### config.mk
export PLATFORM = sky130hd
export DESIGN_NAME = pc_sequencer
export DESIGN_NICKNAME = d
export VERILOG_FILES = /design/src/rtl/pc_pkg.sv /design/src/rtl/ras_stack.sv /design/src/rtl/pc_sequencer.sv
export SDC_FILE = /design/constraint.sdc
export NUM_CORES = 1
export LEC_CHECK = 0
export ABC_AREA = 1
export BUFFER_PORTS_ARGS = -buffer_cell sky130_fd_sc_hd__buf_2
export CAP_MARGIN = 30
export CORE_UTILIZATION = 37
export CTS_CLUSTER_DIAMETER = 200
export DETAILED_ROUTE_END_ITERATION = 16
export SYNTH_ARGS = -nofsm -noshare
export SYNTH_HDL_FRONTEND = slang
export SYNTH_HIERARCHICAL = 1
export SYNTH_SLANG_ARGS = --single-unit
### constraint.sdc
create_clock -name clock -period 13.9 [get_ports clock]
set_input_delay 2.085 -clock clock [delete_from_list [all_inputs] [get_ports clock]]
set_output_delay 2.085 -clock clock [all_outputs]
set_load 0.1 [all_outputs]
### src/rtl/pc_pkg.sv
// pc_pkg: next-PC select encodings and PC increment shared by the PC sequencer.
package pc_pkg;
  localparam logic [2:0] PS_HOLD     = 3'b000;
  localparam logic [2:0] PS_INC      = 3'b001;
  localparam logic [2:0] PS_ABS      = 3'b010;
  localparam logic [2:0] PS_REL      = 3'b011;
  localparam logic [2:0] PS_CALL_REL = 3'b100;
  localparam logic [2:0] PS_RET      = 3'b101;
  localparam logic [2:0] PS_CALL_ABS = 3'b110;
  localparam int PC_INC = 4;
endpackage

### src/rtl/ras_stack.sv
// ras_stack: circular return-address stack; a push when full overwrites the oldest entry.
module ras_stack #(
  parameter int WIDTH     = 64,
  parameter int RAS_DEPTH = 4
) (
  input  logic             clock,
  input  logic             reset_n,
  input  logic             push,
  input  logic             pop,
  input  logic [WIDTH-1:0] push_data,
  output logic [WIDTH-1:0] top,
  output logic             full,
  output logic             empty,
  output logic             overflow,
  output logic             underflow
);
  localparam int PW = $clog2(RAS_DEPTH);
  localparam int CW = PW + 1;
  logic [PW-1:0]    ptr_q, ptr_d;
  logic [CW-1:0]    cnt_q, cnt_d;
  logic             ovf_q, ovf_d, unf_q, unf_d;
  logic [WIDTH-1:0] mem_q [RAS_DEPTH];
  assign full      = cnt_q == CW'(RAS_DEPTH);
  assign empty     = cnt_q == '0;
  assign top       = mem_q[ptr_q];
  assign overflow  = ovf_q;
  assign underflow = unf_q;
  // When full, top+1 wraps onto the oldest slot, so overwrite falls out naturally.
  always_comb begin
    ptr_d = ptr_q;
    cnt_d = cnt_q;
    ovf_d = 1'b0;
    unf_d = 1'b0;
    if (push) begin
      ptr_d = ptr_q + PW'(1);
      cnt_d = full ? cnt_q : cnt_q + CW'(1);
      ovf_d = full;
    end else if (pop) begin
      ptr_d = empty ? ptr_q : ptr_q - PW'(1);
      cnt_d = empty ? cnt_q : cnt_q - CW'(1);
      unf_d = empty;
    end
  end
  always_ff @(posedge clock or negedge reset_n) begin
    if (!reset_n) begin
      ptr_q <= '0;
      cnt_q <= '0;
      ovf_q <= 1'b0;
      unf_q <= 1'b0;
    end else begin
      ptr_q <= ptr_d;
      cnt_q <= cnt_d;
      ovf_q <= ovf_d;
      unf_q <= unf_d;
    end
  end
  always_ff @(posedge clock) begin
    if (push) mem_q[ptr_d] <= push_data;
  end
endmodule

### src/rtl/pc_sequencer.sv
// pc_sequencer: fetch PC register with next-PC select, stall, and a return-address stack.
module pc_sequencer
  import pc_pkg::*;
#(
  parameter int               WIDTH        = 64,
  parameter int               RAS_DEPTH    = 4,
  parameter logic [WIDTH-1:0] RESET_VECTOR = '0
) (
  input  logic             clock,
  input  logic             reset_n,
  input  logic             stall,
  input  logic [2:0]       PS,
  input  logic [WIDTH-1:0] in,
  output logic [WIDTH-1:0] PC,
  output logic [WIDTH-1:0] PC4,
  output logic             ras_empty,
  output logic             ras_full,
  output logic             ras_underflow,
  output logic             ras_overflow
);
  logic [WIDTH-1:0] pc_q, pc_d, rel, ras_top;
  logic             push, pop;
  assign PC  = pc_q;
  assign PC4 = pc_q + WIDTH'(PC_INC);
  assign rel = PC4 + (in << 2);
  // Stall suppresses push/pop so the stack and its pulses stay quiet too.
  always_comb begin
    pc_d = pc_q;
    push = 1'b0;
    pop  = 1'b0;
    if (!stall) begin
      case (PS)
        PS_INC:      pc_d = PC4;
        PS_ABS:      pc_d = in;
        PS_REL:      pc_d = rel;
        PS_CALL_REL: begin pc_d = rel; push = 1'b1; end
        PS_RET:      begin pc_d = ras_empty ? PC4 : ras_top; pop = 1'b1; end
        PS_CALL_ABS: begin pc_d = in; push = 1'b1; end
        default:     pc_d = pc_q;
      endcase
    end
  end
  always_ff @(posedge clock or negedge reset_n) begin
    if (!reset_n) pc_q <= RESET_VECTOR;
    else          pc_q <= pc_d;
  end
  ras_stack #(.WIDTH(WIDTH), .RAS_DEPTH(RAS_DEPTH)) u_ras (
    .clock     (clock),
    .reset_n   (reset_n),
    .push      (push),
    .pop       (pop),
    .push_data (PC4),
    .top       (ras_top),
    .full      (ras_full),
    .empty     (ras_empty),
    .overflow  (ras_overflow),
    .underflow (ras_underflow)
  );
endmodule

* Word level (Yosys, flattened, before mapping)
Memories as Yosys holds them, arrays and structs flattened. Cells that the tools add are included.
Word-level totals: ROM bits 0, register bits 71, memories 1, logic and storage cells 48, output and inout port bits 132, RAM bits 256, bits in latches 0, input port bits 70
Memories:
- u_ras.mem_q | words 4, width 64, rd ports 1, clocked after Yosys merged registers in 0, write ports 1, RTL line ras_stack.sv:22 | logic [WIDTH-1:0] mem_q [RAS_DEPTH];
Cells by class: $lt $le $gt $ge 0, muxes and demuxes 18, bitwise gates (word level) 1, eq/ne operators 9, shifts and indexed selects 0, reductions and logical operators 8, div/mod/pow operators 0, add/sub/neg operators 6, multipliers 0
Operators by type and width (count):
- $pmux 64 s4 | 1
- $add 64x3->64 const B | 1
- $add 64x64->64 | 1
- $mux 64 | 1
- $eq 3x3->1 const B | 4
- $mux 3 | 4
- $mux 1 | 9
- $eq 3x2->1 const B | 2
- $mux 2 | 3
- $reduce_or 2->1 | 3
- $reduce_bool 4->1 | 1
- $add 3x1->3 const B | 1
- $eq 3x1->1 const B | 1
- $logic_not 3->1 | 1
- $reduce_and 3->1 | 1
- $sub 3x1->3 const B | 1
- $add 2x1->2 const B | 1
- $ne 2x1->1 const B | 1
- $ne 2x2->1 const B | 1
- $reduce_and 2->1 | 1
- $reduce_bool 2->1 | 1
- $sub 2x1->2 const B | 1
- $not 1->1 | 1

* Depth between registers and ports, before layout
word-level depth 6, gate-level depth with buffers 27, mapped depth without buffers 27

* By module
Netlist, hierarchy kept.
Modules (own cells, without submodules):
- pc_sequencer | seq. area each 1601.5 um^2, area each 11992.8 um^2, times used 1, cells an instance 2260
- ras_stack | seq. area each 7862.5 um^2, area each 9571.7 um^2, times used 1, cells an instance 597

* Worst setup path after synthesis
Ideal clock, no wire load.
kind in2reg, start input port PS[0], end memory u_ras.mem_q[1][0] (enable), buffers on the path 0, arrival time 7.006 ns, stages 3, data required time 13.335 ns, library setup time 0.565 ns, slack 6.329 ns, path through nor3_1 inv_1 nor3_1
On the way: longest elaborated chain between the ends 6, elaborated cells on any way between the ends 12, those cells by class eq/ne: 3; mux: 8; reduce/logical: 1
Ends and longest elaborated chain:
- start: declaration | RTL line pc_sequencer.sv:12 | input logic [2:0] PS,
- $eq 3x3->1 | RTL line pc_sequencer.sv:32 | case (PS)
- $reduce_or 2->1 (no source line)
- $mux 1 | RTL line pc_sequencer.sv:32
- $mux 1 | RTL line pc_sequencer.sv:31 | if (!stall) begin
- $mux 1 | RTL line ras_stack.sv:58 | if (push) mem_q[ptr_d] <= push_data;
- $mux 1 (implied by the code) | RTL line ras_stack.sv:58
- end: declaration | RTL line ras_stack.sv:22
Parallel ways exist; a longest one is shown, timed or not.

* Worst setup path after layout
start register pc_q[15], in the netlist PC[15], end output port PC4[27]
On the way: longest elaborated chain between the ends 1
Ends and longest elaborated chain:
- start: declaration | RTL line pc_sequencer.sv:21 | logic [WIDTH-1:0] pc_q, pc_d, rel, ras_top;
- start signal: assignment | RTL line pc_sequencer.sv:45 | else pc_q <= pc_d;
- $add 64x3->64 | RTL line pc_sequencer.sv:24 | assign PC4 = pc_q + WIDTH'(PC_INC);
- end: declaration | RTL line pc_sequencer.sv:15 | output logic [WIDTH-1:0] PC4,
No other way between the ends.

==> impl_metrics.env <==
export IMPL_rsz0062_at_grt="no"
export IMPL_fin_tns_setup_ps=0
export IMPL_synth_area_top_cells="edfxtp_1, nand2_1, dfrtp_1"
export IMPL_synth_cell_types=49
export IMPL_cts_buffers=37
export IMPL_synth_top_area_frac=0.356
export IMPL_core_um2=57600
export IMPL_ys_warn_count=6
export IMPL_status="finished clean"
export IMPL_r2r_start="PC[15]"
export IMPL_grt_pass1_vias=18988
export IMPL_period_share=0.402
export IMPL_ant_nets=0
export IMPL_fin_crit_ps=5590
export IMPL_reg2reg_depth=21
export IMPL_cts_buffer_depth=3
export IMPL_clock_sinks=327
export IMPL_ir_drop_uv=270
export IMPL_worstPathRequired_ps=11810
export IMPL_via_per_inst=5.28
export IMPL_drt_iter0_drc=1934
export IMPL_syn_area_per_cell_um2=7.55
export IMPL_async_flop_share=0.217
export IMPL_cts_htree_levels=2
export IMPL_hold_path_class="flip-flop to flip-flop"
export IMPL_slowest_delay_ps=930
export IMPL_fillCellCount=5983
export IMPL_crit_chain="nand2_1 > nor2_1 > nand2_1 > nor2_1 > nand4_1 > xnor2_1 > buf_2"
export IMPL_cts_clk_slew_worst_paths_ps=60
export IMPL_post_dp_hpwl_mm=62.8
export IMPL_p_leak_nw=11.4
export IMPL_crit_arrival_ps=3500
export IMPL_die_area_um2=59300
export IMPL_worst_pin_slew_ps=1040
export IMPL_track_usage=0.272
export IMPL_yosysTopAreaCell="edfxtp_1"
export IMPL_cts_tree="built"
export IMPL_synth_flop_cell="edfxtp_1"
export IMPL_cts_resized=0
export IMPL_max_freq_mhz=179
export IMPL_num_rows=88
export IMPL_via_count=20311
export IMPL_startpoint_type="flip-flop"
export IMPL_slew_headroom=0.299
export IMPL_cts_root_buffer="clkbuf_16"
export IMPL_dieHeight_um=243
export IMPL_seq_area_frac_synth=0.439
export IMPL_post_cts_buffers=0
export IMPL_antenna_found_initial=2
export IMPL_final_max_slew_violation_count=0
export IMPL_initial_utilization=0.374
export IMPL_portBuffers=201
export IMPL_ys_top_cells_by_count="nand2_1, inv_1, edfxtp_1"
export IMPL_endpoint_kind="output port"
export IMPL_worstHoldPathCells=2
export IMPL_hp_start="u_ras/cnt_q[1]"
export IMPL_hold_violations=0
export IMPL_p_per_area_nw_per_um2=221
export IMPL_finalSetupViolCount=0
export IMPL_die_width_um=243
export IMPL_io_pins=202
export IMPL_wl_mm=81.4
export IMPL_worst_r2r_endpoint="PC[61]"
export IMPL_synth_cells=2857
export IMPL_grt_pass1_wl_mm=120
export IMPL_hold_end="u_ras/cnt_q[1]"
export IMPL_gr_total_overflow=0
export IMPL_clk_latency_ps=580
export IMPL_skew_ps=31.2
export IMPL_routabilityCongestion=1.05
export IMPL_post_synth_top_count_cell="nand2_1"
export IMPL_crit_type="flip-flop to output port"
export IMPL_synth_edf_count=256
export IMPL_drtPass1Iterations=5
export IMPL_wl_per_cell_um=21.1
export IMPL_rrSetupSlack_ps=9310
export IMPL_cap_violations=0
export IMPL_final_nets=3200
export IMPL_layout_drive_gt1_share=0.116
export IMPL_grt_max_degree=66
export IMPL_slowest_stage="xnor2_1"
export IMPL_syn_area_um2=21600
export IMPL_finalPower_mw=5.44
export IMPL_synth_seq_cells=327
export IMPL_critPathMaxFanout=8
export IMPL_area_growth_pct=14.4
export IMPL_drc=0
export IMPL_hold_buffers=0
export IMPL_synth_fp_nets=3004
worst max-delay path by stage:
stage	start	end	cells past startpoint	slack [ps]
after floorplan	PS[0]	u_ras/mem_q[1][0]	3	6330
after global placement	PS[1]	PC[29]	12	8600
after detailed placement	PS[1]	PC[29]	12	8470
after CTS	PC[2]	PC4[25]	6	8390
after global routing	PC[2]	PC4[25]	6	8180
final	PC[15]	PC4[27]	7	8310
layout make-up:
class                   instances  area [um^2]  share of cell area
flip-flops and latches        327         9460               0.384
clock buffers                  41          971              0.0394
multi-input cells            2031        10200               0.412
clock inverters                25          208             0.00842
well taps                     765          957              0.0388
inverters                     428         1610              0.0651
diodes                          3         7.51            0.000304
repair buffers                228         1300              0.0527
layout by cell type (no fill, tap or decap), types with 3 or more instances in the layout:
master / n
a21oi_1: 128
a221oi_1: 27
a22o_1: 10
a22oi_1: 66
a31o_2: 3
and2_1: 9
buf_12: 4
buf_2: 200
buf_4: 22
clkbuf_16: 37
clkbuf_8: 3
clkinv_1: 5
clkinv_2: 7
clkinv_4: 3
dfrtp_1: 71
diode_2: 3
edfxtp_1: 256
ha_1: 75
inv_1: 418
inv_2: 10
inv_6: 6
nand2_1: 995
nand2_2: 10
nand2_4: 3
nand3_1: 204
nand3b_1: 18
nand4_1: 51
nor2_1: 204
nor2_2: 8
nor2_4: 14
nor3_1: 26
nor3_2: 6
o21ai_0: 77
o21ai_1: 10
o21bai_1: 13
o22ai_1: 7
or2_2: 8
xnor2_1: 10
xor2_1: 29
state kept, by name (all words and copies together), names as in the netlist:
register	cells
u_ras/underflow	1
u_ras/ptr_q	2
u_ras/mem_q	256
PC	64
u_ras/overflow	1
u_ras/cnt_q	3
critical path: cells and delay by family (launching register included):
| family | cells | cell delay [ps] |
|---|---|---|
| flip-flops | 1 | 520 |
| AND/OR/NAND/NOR | 5 | 890 |
| XOR/XNOR | 1 | 930 |
| buffers and inverters | 1 | 580 |
where the power goes:
group / switching, mW / internal, mW / total, mW
combinational: 2.42 / 0.622 / 3.04
clock: 0.425 / 0.547 / 0.971
sequential: 0.179 / 1.25 / 1.43
through the flow:
step | std cells | setup WS, ps | hold slack (ps) | cell area (um^2) | util
6_report | 3848 | 8310 | 556 | 24700 | 0.428
5_1_grt | 3845 | 8180 | 603 | 24700 | 0.428
4_1_cts | 3842 | 8390 | 556 | 24600 | 0.427
3_5_place_dp | 3776 | 8470 | 542 | 23400 | 0.407
3_3_place_gp | 3773 | 8600 | 522 | 23300 | 0.405
2_1_floorplan | 2857 | 6330 | 493 | 21600 | -
metal layers:
metal | vias up | GRT usage | part of all wire
li1 | 9770 | - | -
met1 | 9585 | 0.375 | 0.44
met2 | 822 | 0.428 | 0.44
met3 | 134 | 0.0488 | 0.084
met4 | 0 | 0.0910 | 0.034
met5 | - | 0 | 0
cell families after synthesis:
family          share of synthesized area
compound gates                     0.0998
simple gates                        0.306
fa+ha+maj                          0.0454
buf+inv                            0.0921
flops                               0.439
xor+xnor                           0.0173
No activity file was read; power rests on OpenSTA's default activity.
